[src/rtl/multicycle_control_pkg.sv]
// Shared types and constants for the multicycle controller: state encoding,
// opcode/funct fields, ULA operation codes and the ALUOp bus.
package multicycle_control_pkg;

  localparam int unsigned STATE_W = 4;
  localparam int unsigned OP_W    = 6;
  localparam int unsigned FUNCT_W = 6;
  localparam int unsigned ULA_W   = 3;
  localparam int unsigned ALUOP_W = 2;

  typedef enum logic [STATE_W-1:0] {
    S_FETCH    = 4'd0,
    S_DECODE   = 4'd1,
    S_MEMADR   = 4'd2,
    S_MEMREAD  = 4'd3,
    S_MEMWB    = 4'd4,
    S_MEMWRITE = 4'd5,
    S_EXECUTE  = 4'd6,
    S_ALUWB    = 4'd7,
    S_BRANCH   = 4'd8,
    S_ADDIEXEC = 4'd9,
    S_ADDIWB   = 4'd10,
    S_JUMP     = 4'd11
  } state_t;

  localparam logic [OP_W-1:0] OP_RTYPE = 6'h00;
  localparam logic [OP_W-1:0] OP_J     = 6'h02;
  localparam logic [OP_W-1:0] OP_BEQ   = 6'h04;
  localparam logic [OP_W-1:0] OP_ADDI  = 6'h08;
  localparam logic [OP_W-1:0] OP_LW    = 6'h23;
  localparam logic [OP_W-1:0] OP_SW    = 6'h2B;

  localparam logic [FUNCT_W-1:0] FN_ADD = 6'h20;
  localparam logic [FUNCT_W-1:0] FN_SUB = 6'h22;
  localparam logic [FUNCT_W-1:0] FN_AND = 6'h24;
  localparam logic [FUNCT_W-1:0] FN_OR  = 6'h25;
  localparam logic [FUNCT_W-1:0] FN_NOR = 6'h27;
  localparam logic [FUNCT_W-1:0] FN_SLT = 6'h2A;

  localparam logic [ULA_W-1:0] ULA_AND = 3'd0;
  localparam logic [ULA_W-1:0] ULA_OR  = 3'd1;
  localparam logic [ULA_W-1:0] ULA_ADD = 3'd2;
  localparam logic [ULA_W-1:0] ULA_NOR = 3'd3;
  localparam logic [ULA_W-1:0] ULA_SUB = 3'd6;
  localparam logic [ULA_W-1:0] ULA_SLT = 3'd7;

  localparam logic [ALUOP_W-1:0] ALUOP_ADD   = 2'b00;
  localparam logic [ALUOP_W-1:0] ALUOP_SUB   = 2'b01;
  localparam logic [ALUOP_W-1:0] ALUOP_FUNCT = 2'b10;

endpackage

[src/rtl/alu_decoder.sv]
// Maps ALUOp (and funct for R-type) to a ULA operation; flags unknown funct codes.
module alu_decoder
  import multicycle_control_pkg::*;
(
  input  logic [ALUOP_W-1:0] aluop,
  input  logic [FUNCT_W-1:0] funct,
  output logic [ULA_W-1:0]   ula,
  output logic               funct_illegal
);

  always_comb begin
    ula           = ULA_ADD;
    funct_illegal = 1'b0;
    case (aluop)
      ALUOP_ADD: ula = ULA_ADD;
      ALUOP_SUB: ula = ULA_SUB;
      ALUOP_FUNCT: begin
        case (funct)
          FN_ADD:  ula = ULA_ADD;
          FN_SUB:  ula = ULA_SUB;
          FN_AND:  ula = ULA_AND;
          FN_OR:   ula = ULA_OR;
          FN_NOR:  ula = ULA_NOR;
          FN_SLT:  ula = ULA_SLT;
          default: funct_illegal = 1'b1;
        endcase
      end
      default: ula = ULA_ADD;
    endcase
  end

endmodule

[src/rtl/multicycle_control.sv]
// Multicycle MIPS-style control unit: Moore FSM driving datapath selects/strobes,
// with PCEn additionally following the zero flag during BRANCH.
module multicycle_control
  import multicycle_control_pkg::*;
#(
  parameter bit JUMP_EN = 1'b1
) (
  input  logic               clk,
  input  logic               rst,
  input  logic [OP_W-1:0]    op,
  input  logic [FUNCT_W-1:0] funct,
  input  logic               Z,
  output logic [ULA_W-1:0]   ULAControl,
  output logic               IorD,
  output logic               ALUSrcA,
  output logic               IRWrite,
  output logic               MemWrite,
  output logic               RegWrite,
  output logic               RegDst,
  output logic               MemtoReg,
  output logic [1:0]         ALUSrcB,
  output logic [1:0]         PCSrc,
  output logic               PCEn,
  output logic               illegal,
  output logic [STATE_W-1:0] state
);

  state_t               state_q;
  state_t               state_nxt;
  logic [ALUOP_W-1:0]   aluop;
  logic [ULA_W-1:0]     ula_dec;
  logic                 funct_illegal;
  logic                 pcwrite;
  logic                 branch;

  alu_decoder u_alu_decoder (
    .aluop         (aluop),
    .funct         (funct),
    .ula           (ula_dec),
    .funct_illegal (funct_illegal)
  );

  always_ff @(posedge clk) begin
    if (rst) state_q <= S_FETCH;
    else     state_q <= state_nxt;
  end

  // Next state and Moore outputs; everything is held quiet while rst is high.
  always_comb begin
    state_nxt = S_FETCH;
    aluop     = ALUOP_ADD;
    IorD      = 1'b0;
    ALUSrcA   = 1'b0;
    ALUSrcB   = 2'b00;
    IRWrite   = 1'b0;
    MemWrite  = 1'b0;
    RegWrite  = 1'b0;
    RegDst    = 1'b0;
    MemtoReg  = 1'b0;
    PCSrc     = 2'b00;
    pcwrite   = 1'b0;
    branch    = 1'b0;
    illegal   = 1'b0;
    case (state_q)
      S_FETCH: begin
        ALUSrcB   = 2'b01;
        IRWrite   = 1'b1;
        pcwrite   = 1'b1;
        state_nxt = S_DECODE;
      end
      S_DECODE: begin
        ALUSrcB = 2'b11;
        if (op == OP_LW || op == OP_SW) state_nxt = S_MEMADR;
        else if (op == OP_RTYPE)        state_nxt = S_EXECUTE;
        else if (op == OP_BEQ)          state_nxt = S_BRANCH;
        else if (op == OP_ADDI)         state_nxt = S_ADDIEXEC;
        else if (op == OP_J && JUMP_EN) state_nxt = S_JUMP;
        else                            illegal   = 1'b1;
      end
      S_MEMADR: begin
        ALUSrcA = 1'b1;
        ALUSrcB = 2'b10;
        if (op == OP_LW)      state_nxt = S_MEMREAD;
        else if (op == OP_SW) state_nxt = S_MEMWRITE;
      end
      S_MEMREAD: begin
        IorD      = 1'b1;
        state_nxt = S_MEMWB;
      end
      S_MEMWB: begin
        MemtoReg = 1'b1;
        RegWrite = 1'b1;
      end
      S_MEMWRITE: begin
        IorD     = 1'b1;
        MemWrite = 1'b1;
      end
      S_EXECUTE: begin
        ALUSrcA = 1'b1;
        aluop   = ALUOP_FUNCT;
        if (funct_illegal) illegal   = 1'b1;
        else               state_nxt = S_ALUWB;
      end
      S_ALUWB: begin
        RegDst   = 1'b1;
        RegWrite = 1'b1;
      end
      S_BRANCH: begin
        ALUSrcA = 1'b1;
        aluop   = ALUOP_SUB;
        PCSrc   = 2'b01;
        branch  = 1'b1;
      end
      S_ADDIEXEC: begin
        ALUSrcA   = 1'b1;
        ALUSrcB   = 2'b10;
        state_nxt = S_ADDIWB;
      end
      S_ADDIWB: RegWrite = 1'b1;
      S_JUMP: begin
        PCSrc   = 2'b10;
        pcwrite = 1'b1;
      end
      default: state_nxt = S_FETCH;
    endcase
    if (rst) begin
      aluop    = ALUOP_ADD;
      IorD     = 1'b0;
      ALUSrcA  = 1'b0;
      ALUSrcB  = 2'b00;
      IRWrite  = 1'b0;
      MemWrite = 1'b0;
      RegWrite = 1'b0;
      RegDst   = 1'b0;
      MemtoReg = 1'b0;
      PCSrc    = 2'b00;
      pcwrite  = 1'b0;
      branch   = 1'b0;
      illegal  = 1'b0;
    end
  end

  assign ULAControl = ula_dec;
  assign PCEn       = pcwrite | (branch & Z);
  assign state      = state_q;

endmodule

[config.mk]
export PLATFORM = sky130hd
export DESIGN_NAME = multicycle_control
export DESIGN_NICKNAME = d
export VERILOG_FILES = /design/src/rtl/multicycle_control_pkg.sv /design/src/rtl/alu_decoder.sv /design/src/rtl/multicycle_control.sv
export SDC_FILE = /design/constraint.sdc
export NUM_CORES = 1
export LEC_CHECK = 0
export ABC_AREA = 0
export CAP_MARGIN = 20
export CELL_PAD_IN_SITES_DETAIL_PLACEMENT = 2
export CELL_PAD_IN_SITES_GLOBAL_PLACEMENT = 2
export CORE_ASPECT_RATIO = 0.7
export CORE_MARGIN = 5
export CORE_UTILIZATION = 19
export DETAILED_ROUTE_END_ITERATION = 12
export PLACE_DENSITY = 0.83
export SYNTH_ARGS = -nofsm -noshare
export SYNTH_HDL_FRONTEND = slang
export SYNTH_HIERARCHICAL = 1
export SYNTH_SLANG_ARGS = --single-unit
[constraint.sdc]
create_clock -name clk -period 3.23 [get_ports clk]
set_input_delay 0.323 -clock clk [delete_from_list [all_inputs] [get_ports clk]]
set_output_delay 0.323 -clock clk [all_outputs]
set_load 0.01 [all_outputs]
==> metrics.txt <==
status completed; Post-DP HPWL 2300 um; DP Worst Slack 329 ps; CTS tree done; fmax 0.339 GHz; Seq. cell area 80.1 um2; worst rel slew slack 62.9%; EDFF count, synth 0; Diodes inserted 0; Critical Path RT 2910 ps; syn nets 116; Tot GR Track Use 12.7%; Initial DRC Count 52; CP Capture Type output port; routed via count 901; row count 18; final core occ 32.5%; clk_lat worst skew 210 ps; setup TNS 0 ps; number of CTS-inserted buffers 3; post-route insts no fill 184; sw power 0.0652 mW; port bufs 34; Die Y 59.5 um; worst hold path class register to register; initial antenna violation count 0; PD cells 213 nW/um2; max cap viols 0; internal power 0.174 mW; syn avg cell area 6.72 um2; hold buffer count at cts 0; peak supply drop 0.0881 mV; max-slew violation count 0; Crit Path Class register to output port; Sw Ratio 27.3%; footprint of the multi-input gates 534 um2; clk root buf clkbuf_8; Reg power frac 24.0%; Syn Std Cell Area 666 um2; asr flop ratio synth 0%; FILL cells 399; Layout Skew 2.37 ps; total gr overflow 0; max FFs per register 4; critical path startpoint category register; first-pass GRT wire length 4700 um; Fin. Hold Viols 0; Tmin final 2950 ps; DP Area 1080 um2; # setup viols final 0; die area 4810 um2; CTS resizes 0; total wire length 2880 um; WL/cell 15.6 um; Synth Register Bits 4; RSZ-0062 raised after global routing false; layout cell share with drive strength beyond 1 11.2%; Yosys warnings 6; Ports 35; core area 3450 um2; final-stage net count 153; Placer Congestion 0.771; synth-to-layout area growth 68.0%; clock slew at reported path FFs 30 ps; post-route ant nets 0; Seq/Total Area, Yosys 12.0%; Least-Margin Pin Slew 555 ps; clk sinks 4; Most Frequent Cell on Critical Path nand2b_1; CTS H-Tree Depth 1; detailed-route vias per instance 4.90; Critical Path Slowest Stage Cell clkdlybuf4s50_1; setup ws final 279 ps; Fin Hold WS 779 ps; leakage 0.378 nW; power share of the clock group 43.3%; dpl cells 181; worst path cell trace nand2b_1, nand2b_1, nor2_1, ha_1, inv_1, a221oi_2, a32o_1, clkdlybuf4s50_1; post-CTS setup buffer count 0; Design Area, Final 1120 um2; Max Fanout on Critical Path 13; largest net degree at the start of global routing 17; power consumption 0.239 mW; die width 80.7 um; combinational share of power 32.7%; Initial Utilization 19.3%; clk buf depth 2; drt pass-1 iters 2; Final period util 91.4%; CP peak stage delay 550 ps; critical path arrival 2630 ps; vias in the first global route 948; prevailing post-synth register cell dfxtp_1; DRC errors left 0; Distinct cells, synth 40; Cells after Synth 99
-- cell usage after synthesis (all sizes together), types with 2 or more instances --
cell type	n	area share (%)
nand2	3	1.7
clkbuf	5	2.8
or3	3	2.8
a21oi	4	3.0
buf	2	1.5
nor4	5	4.7
nand2b	5	4.7
nor3b	2	3.0
o22ai	2	1.9
xnor2	2	2.6
o21ai	4	3.0
ha	2	3.8
nor3	8	6.0
nor2	14	7.9
a31oi	4	3.8
dfxtp	4	12
nor2b	4	4.9
inv	6	3.4
-- metal layers --
layer  GRT usage, %  vias up  wire length [um]
met5              0        -                 0
met4           3.61        0                12
met3           1.37        2                76
met2           21.5       19              1380
met1           17.1      443              1410
li1               -      437                 -
-- final cells by class --
type	count	area share, %
Tap cell	50	5.59
Inverter	6	2.01
Clock buffer	3	3.69
Multi-Input combinational cell	82	47.8
Sequential cell	4	7.16
Timing Repair Buffer	39	33.8
-- power by group through the flow --
stage / clock network (mW) / registers [mW] / logic [mW]
floorplan: 0 / 0.0545 / 0.0375
global placement: 0 / 0.0579 / 0.0758
detailed placement: 0 / 0.0581 / 0.0784
CTS: 0.105 / 0.0575 / 0.0792
global route: 0.112 / 0.0579 / 0.0850
finish: 0.103 / 0.0573 / 0.0780
-- final timing paths --
check | start | to | slack (ps) | cells past startpoint
worst max register to register | state[3] | state[2] | 760 | 10
worst min-delay path | state[1] | state[1] | 780 | 4
worst max-delay path | state[3] | illegal | 280 | 8
worst min register to register | state[1] | state[1] | 780 | 4
-- cell usage in the layout (no fill, tap or decap), types with 2 or more instances in the layout --
cell type and instances:
buf_4 5, dfxtp_1 4, nor2b_1 3, clkdlybuf4s50_1 34
o21ai_0 4, inv_1 6, nand2_1 3, nand2b_1 5
nor4_1 5, xnor2_1 2, a21oi_1 4, nor2_1 14
clkbuf_8 3, or3_1 3, nor3_1 8, ha_1 2
a31oi_1 4, o22ai_1 2
-- kinds of logic (layout without fill, tap and decap cells) --
| kind of cell | count (synthesis) | in the layout | synth area share (%) |
|---|---|---|---|
| AOI/OAI and AO/OA | 21 | 21 | 21.8 |
| xor gates and xnor gates | 3 | 3 | 3.95 |
| adders and majority gates | 2 | 2 | 3.76 |
| buffers and inverters | 13 | 48 | 7.71 |
| DFF | 4 | 4 | 12.0 |
| muxes | 2 | 2 | 3.20 |
| and+or+nand+nor | 54 | 54 | 47.6 |
-- critical path, delay by kind of cell, from the launching register on --
| kind | cells | cell delay, ps |
|---|---|---|
| and+or+nand+nor | 3 | 680 |
| buffers and inverters | 2 | 630 |
| AOI/OAI and AO/OA | 2 | 430 |
| DFF | 1 | 430 |
| adders and majority gates | 1 | 240 |
(Power assumes the default switching activity.)
